### src/rtl/ssd_pkg.sv
// rtl/ssd_pkg.sv - shared seven-segment pattern table, display codes and decoder FSM states
package ssd_pkg;

  // Active-low segment patterns, bit 6 = a ... bit 0 = g
  localparam logic [6:0] SEG_0     = 7'b0000001;
  localparam logic [6:0] SEG_1     = 7'b1001111;
  localparam logic [6:0] SEG_2     = 7'b0010010;
  localparam logic [6:0] SEG_3     = 7'b0000110;
  localparam logic [6:0] SEG_4     = 7'b1001100;
  localparam logic [6:0] SEG_5     = 7'b0100100;
  localparam logic [6:0] SEG_6     = 7'b0100000;
  localparam logic [6:0] SEG_7     = 7'b0001111;
  localparam logic [6:0] SEG_8     = 7'b0000000;
  localparam logic [6:0] SEG_9     = 7'b0000100;
  localparam logic [6:0] SEG_DASH  = 7'b1111110;
  localparam logic [6:0] SEG_BLANK = 7'b1111111;

  localparam logic [3:0] CODE_DASH  = 4'hA;
  localparam logic [3:0] CODE_BLANK = 4'hB;
  localparam logic [3:0] CODE_BAD   = 4'hF;

  typedef logic [1:0] state_t;
  localparam state_t ST_IDLE    = 2'd0;
  localparam state_t ST_QUALIFY = 2'd1;
  localparam state_t ST_COMMIT  = 2'd2;
  localparam state_t ST_HOLD    = 2'd3;

endpackage

### src/rtl/ssd_seg_to_code.sv
// rtl/ssd_seg_to_code.sv - combinational segment pattern to display code lookup
module ssd_seg_to_code
  import ssd_pkg::*;
(
  input  logic [6:0] seg,
  output logic [3:0] code,
  output logic       illegal
);

  always_comb begin
    illegal = 1'b0;
    case (seg)
      SEG_0:     code = 4'h0;
      SEG_1:     code = 4'h1;
      SEG_2:     code = 4'h2;
      SEG_3:     code = 4'h3;
      SEG_4:     code = 4'h4;
      SEG_5:     code = 4'h5;
      SEG_6:     code = 4'h6;
      SEG_7:     code = 4'h7;
      SEG_8:     code = 4'h8;
      SEG_9:     code = 4'h9;
      SEG_DASH:  code = CODE_DASH;
      SEG_BLANK: code = CODE_BLANK;
      default: begin
        code    = CODE_BAD;
        illegal = 1'b1;
      end
    endcase
  end

endmodule

### src/rtl/ssd_scan_decoder.sv
// rtl/ssd_scan_decoder.sv - qualifies scanned anode/segment patterns and decodes them per digit slot
// Optional SSD_DEC_ERR_COUNT_EN adds a saturating err_count output.
module ssd_scan_decoder
  import ssd_pkg::*;
#(
  parameter int NUM_DIGITS    = 4,
  parameter int STABLE_CYCLES = 4
) (
  input  logic                    clk,
  input  logic                    reset,
  input  logic [NUM_DIGITS-1:0]   an,
  input  logic [6:0]              seg,
  output logic [4*NUM_DIGITS-1:0] digits,
  output logic [NUM_DIGITS-1:0]   digit_valid,
  output logic                    commit,
  output logic                    frame_done,
  output logic                    err
`ifdef SSD_DEC_ERR_COUNT_EN
  ,
  output logic [7:0]              err_count
`endif
);

  localparam logic [7:0] CNT_LAST = 8'(STABLE_CYCLES - 1);

  logic [NUM_DIGITS-1:0] r_an;
  logic [6:0]            r_seg;
  logic [7:0]            cnt;
  state_t                state, next_state;
  logic [NUM_DIGITS-1:0] seen;
  logic [NUM_DIGITS-1:0] hit;
  logic                  changed;
  logic                  one_hot;
  logic [3:0]            dec_code;
  logic                  dec_illegal;

  assign changed = ({an, seg} != {r_an, r_seg});
  assign hit     = ~r_an;
  assign one_hot = $onehot(hit);

  ssd_seg_to_code u_seg_to_code (
    .seg     (r_seg),
    .code    (dec_code),
    .illegal (dec_illegal)
  );

  // Reset sample is the blanking pattern so the first real pattern always reloads.
  always_ff @(posedge clk or posedge reset) begin
    if (reset) begin
      r_an  <= '1;
      r_seg <= '1;
      cnt   <= '0;
    end else if (changed) begin
      r_an  <= an;
      r_seg <= seg;
      cnt   <= '0;
    end else if (cnt != 8'hFF) begin
      cnt <= cnt + 8'd1;
    end
  end

  always_comb begin
    next_state = state;
    case (state)
      ST_IDLE:    if (!(&r_an)) next_state = ST_QUALIFY;
      ST_QUALIFY: begin
        if (changed)              next_state = ST_IDLE;
        else if (cnt == CNT_LAST) next_state = ST_COMMIT;
      end
      // A change arriving during the commit cycle must not be swallowed by HOLD.
      ST_COMMIT:  next_state = changed ? ST_IDLE : ST_HOLD;
      ST_HOLD:    if (changed) next_state = ST_IDLE;
      default:    next_state = ST_IDLE;
    endcase
  end

  always_ff @(posedge clk or posedge reset) begin
    if (reset) state <= ST_IDLE;
    else       state <= next_state;
  end

  always_ff @(posedge clk or posedge reset) begin
    if (reset) begin
      digits      <= '0;
      digit_valid <= '0;
      seen        <= '0;
      commit      <= 1'b0;
      frame_done  <= 1'b0;
      err         <= 1'b0;
    end else begin
      commit     <= 1'b0;
      frame_done <= 1'b0;
      err        <= 1'b0;
      if (state == ST_COMMIT) begin
        if (one_hot) begin
          for (int i = 0; i < NUM_DIGITS; i++) begin
            if (hit[i]) digits[4*i +: 4] <= dec_code;
          end
          digit_valid <= digit_valid | hit;
          commit      <= 1'b1;
          err         <= dec_illegal;
          if (&(seen | hit)) begin
            frame_done <= 1'b1;
            seen       <= '0;
          end else begin
            seen <= seen | hit;
          end
        end else begin
          err <= 1'b1;
        end
      end
    end
  end

`ifdef SSD_DEC_ERR_COUNT_EN
  always_ff @(posedge clk or posedge reset) begin
    if (reset)                          err_count <= '0;
    else if (err && err_count != 8'hFF) err_count <= err_count + 8'd1;
  end
`endif

endmodule
### config.mk
export PLATFORM = sky130hd
export DESIGN_NAME = ssd_scan_decoder
export DESIGN_NICKNAME = d
export VERILOG_FILES = /design/src/rtl/ssd_pkg.sv /design/src/rtl/ssd_seg_to_code.sv /design/src/rtl/ssd_scan_decoder.sv
export SDC_FILE = /design/constraint.sdc
export NUM_CORES = 1
export LEC_CHECK = 0
export ABC_AREA = 1
export CAP_MARGIN = 25
export CELL_PAD_IN_SITES_DETAIL_PLACEMENT = 1
export CELL_PAD_IN_SITES_GLOBAL_PLACEMENT = 2
export CORE_MARGIN = 2
export CORE_UTILIZATION = 32
export DETAILED_ROUTE_END_ITERATION = 8
export PLACE_DENSITY_LB_ADDON = 0.1
export RECOVER_POWER = 50
export SYNTH_ARGS = -nofsm -noshare
export SYNTH_HDL_FRONTEND = slang
export SYNTH_HIERARCHICAL = 1
export SYNTH_SLANG_ARGS = --single-unit
### constraint.sdc
create_clock -name clk -period 2.5 [get_ports clk]
set_input_delay 0.625 -clock clk [delete_from_list [all_inputs] [get_ports clk]]
set_output_delay 0.625 -clock clk [all_outputs]
set_load 0.005 [all_outputs]
==> results.sh, run 1 <==
export IMPL_intPower_mw=1.155
export IMPL_grt_max_degree=49
export IMPL_dp_hpwl_um=4390
export IMPL_cp_cell_sequence="fa_1, inv_1, ha_1, ha_1, nor3b_2, nand2_2, or2_4, nand2_1, o21ai_2"
export IMPL_relSlewSlack_pct=19.39
export IMPL_clk_latency_ps=310
export IMPL_yosys_warnings=6
export IMPL_hold_slack_ps=469.7
export IMPL_crit_path_end_kind="flop"
export IMPL_antenna_cells=0
export IMPL_portBuffers=35
export IMPL_rows=32
export IMPL_yosysTopAreaCellShare_pct=37.07
export IMPL_num_fill_cells=940
export IMPL_hold_depth=2
export IMPL_fp_dieArea_um2=8527
export IMPL_ir_worst_vdd_v=0.0002040
export IMPL_syn_inst=301
export IMPL_maxCapViolCount=0
export IMPL_overflow=0
export IMPL_ys_seq_area_share_pct=48.65
export IMPL_clk_root_buffer_cell="clkbuf_8"
export IMPL_hold_viol=0
export IMPL_wl_per_cell_um=12.89
export IMPL_crit_type="reg -> reg"
export IMPL_ys_seq_elements=48
export IMPL_firstDrtPassIters=4
export IMPL_clock_sinks=48
export IMPL_switching_share_pct=25.69
export IMPL_r2r_cells=9
export IMPL_place_area_um2=2950
export IMPL_viasPerCell=4.450
export IMPL_tightest_slew_ps=1209
export IMPL_critPathMaxStageDelay_ps=600
export IMPL_synth_area_leaders="dfrtp_1, dfstp_2, nand2_1"
export IMPL_p_leak_nw=1.494
export IMPL_rr_startpoint="r_an[1]"
export IMPL_skew_ps=12.81
export IMPL_gp_congestion=0.7344
export IMPL_fp_dieW_um=92.34
export IMPL_post_route_period_util_pct=94.22
export IMPL_yosysTopAreaCell="dfrtp_1"
export IMPL_synthToLayoutAreaGrowth_pct=23.00
export IMPL_fp_dieH_um=92.34
export IMPL_cts_made_buffers=5
export IMPL_grt_pass1_wl_um=9936
export IMPL_postRouteAntennaNets=0
export IMPL_final_cells=436
export IMPL_crit_fanout=10
export IMPL_io_pins=36
export IMPL_drive_gt1_share_pct=19.76
export IMPL_drt_iter0_markers=42
export IMPL_grt_use_total_pct=14.55
export IMPL_vias=1940
export IMPL_setup_violations=0
export IMPL_syn_cell_area_um2=2497
export IMPL_start_kind="flop"
export IMPL_switching_power_uw=399.1
export IMPL_crit_family="adder cells"
export IMPL_rsz0062_at_grt="yes"
export IMPL_antenna_found_initial=0
export IMPL_fmax_ghz=0.4245
export IMPL_clockBufferDepth=2
export IMPL_cp_common_cell="ha_1"
export IMPL_min_path_type="reg -> reg"
export IMPL_core_region_area_um2=7647
export IMPL_synth_nets=319
export IMPL_nets=351
export IMPL_arrival_ps=2560
export IMPL_cellPowerDensity_nw_per_um2=505.8
export IMPL_cts_clk_slew_worst_paths_ps=100
export IMPL_start_util_pct=32.66
export IMPL_finalMaxSlewViolations=0
export IMPL_r2r_end="digits[3]"
export IMPL_status="complete, no violations"
export IMPL_min_period_ps=2356
export IMPL_drcViolationCount=0
export IMPL_grt_pass1_vias=1995
export IMPL_whs_endpoint="digit_valid[1]"
export IMPL_worstHoldStart="digit_valid[1]"
export IMPL_cts_htree_levels=2
export IMPL_reg2reg_slack_ps=140
export IMPL_finish_instance_area_um2=3072
export IMPL_critPathRequiredTime_ps=2700
export IMPL_power_share_clock_pct=37.5
export IMPL_crit_slowest_cell="dfstp_2"
export IMPL_combPwrFrac_pct=9.7
export IMPL_dp_cells=428
export IMPL_avgSynthCellArea_um2=8.297
export IMPL_cts_tree="yes"
export IMPL_yosysUniqueCellTypes=33
export IMPL_drt_wl_total_um=5618
export IMPL_path_buf_inv=1
export IMPL_seq_power_share_pct=52.8
[worst max path at each step]
stage	cells past startpoint	endpoint	startpoint
finish	9	digits[3]	r_an[1]
global route	10	digits[12]	r_an[1]
CTS	9	digits[3]	r_an[1]
detailed placement	9	digits[3]	r_an[1]
global placement	9	digits[0]	r_an[1]
floorplan	10	digits[0]	r_an[0]
[cell usage after synthesis, drive strengths merged]
master	count
o21a	1
xor2	1
clkbuf	11
nand2	79
nand4	5
buf	1
dfstp	11
nor2	33
a21oi	10
a21boi	2
dfrtp	37
fa	1
nor3b	1
ha	4
nor3	6
xnor2	3
nand3	19
a211oi	3
inv	50
or2	1
o22ai	1
o21ai	21
[layer usage]
| metal | share of wire [%] | vias to the layer above | GRT usage, % |
|---|---|---|---|
| li1 | - | 997 | - |
| met1 | 48 | 906 | 19.38 |
| met2 | 48 | 32 | 24.51 |
| met3 | 3.5 | 5 | 2.604 |
| met4 | 1.0 | 0 | 3.731 |
| met5 | 0 | - | 0 |
[cell type report]
cell class / count / area [um2] / area share [%]
clock buffer: 5 / 68.82 / 2.240
clock inverter: 3 / 46.29 / 1.507
inverter: 50 / 190.2 / 6.191
multi-input combinational: 191 / 1061 / 34.54
sequential: 48 / 1215 / 39.55
tap: 102 / 127.6 / 4.155
timing repair buffer: 37 / 362.8 / 11.81
[tightest hold or removal path: stages (launching register included)]
cell and delay, ps:
dfrtp_1 350, inv_1 40, nand2_1 50
[registers in the layout (all words and copies together) (netlist names)]
signal	flops
digits	16
r_an	4
r_seg	7
err	1
digit_valid	4
frame_done	1
commit	1
state	2
seen	4
cnt	8
[layout by cell type (no fill, tap or decap), types with 4 or more instances in the layout]
cell type,instances
a21oi_1,6
a21oi_2,4
clkbuf_8,5
clkdlybuf4s50_1,23
dfrtp_1,37
dfstp_2,11
dlygate4sd3_1,12
ha_1,4
inv_1,42
inv_2,6
nand2_1,68
nand2_2,11
nand3_1,18
nand4_1,4
nor2_1,24
nor2_2,7
o21ai_0,14
o21ai_2,6
[kinds of logic (layout without fill, tap and decap cells)]
logic type,after synthesis,after routing,synth area share [%]
buffers and inverters,62,95,9.619
adders and majority gates,5,5,2.806
AOI/OAI and AO/OA,38,38,9.970
DFF,48,48,48.65
xor gates and xnor gates,4,4,1.403
and+or+nand+nor,144,144,27.56
[timing repair]
item                       CTS  global route
setup endpoints to repair    0            19
buffers inserted             0             0
gates resized for setup      0             7
hold buffers                 0             0
[per-stage QoR]
step	total power [mW]	worst slack [ps]	setup TNS (ps)	utilization, %
2_1_floorplan	0.9360	241.2	0	-
6_report	1.554	144.4	0	40.17
4_1_cts	1.601	6.237	0	40.09
3_3_place_gp	0.9922	121.9	0	38.58
3_5_place_dp	0.9959	27.02	0	38.58
5_1_grt	1.641	-5.942	-11.83	40.17
[power by group through the flow]
stage | clock, mW | sequential, mW | combinational (mW)
after floorplan | 0 | 0.829 | 0.106
after detailed placement | 0 | 0.835 | 0.161
after global placement | 0 | 0.834 | 0.158
after CTS | 0.618 | 0.821 | 0.162
final | 0.583 | 0.820 | 0.151
after global routing | 0.638 | 0.825 | 0.178
(Power assumes the default switching activity.)
==> run 2: changes to the inputs <==
==> constraint.sdc (replaced) <==
create_clock -name clk -period 2.5 [get_ports clk]
set_input_delay 0.625 -clock clk [delete_from_list [all_inputs] [get_ports clk]]
set_output_delay 0.625 -clock clk [all_outputs]
set_load 0.02 [all_outputs]
==> results of run 2 <==
No change in the layout: final DEF, timing and power equal those of run 1.
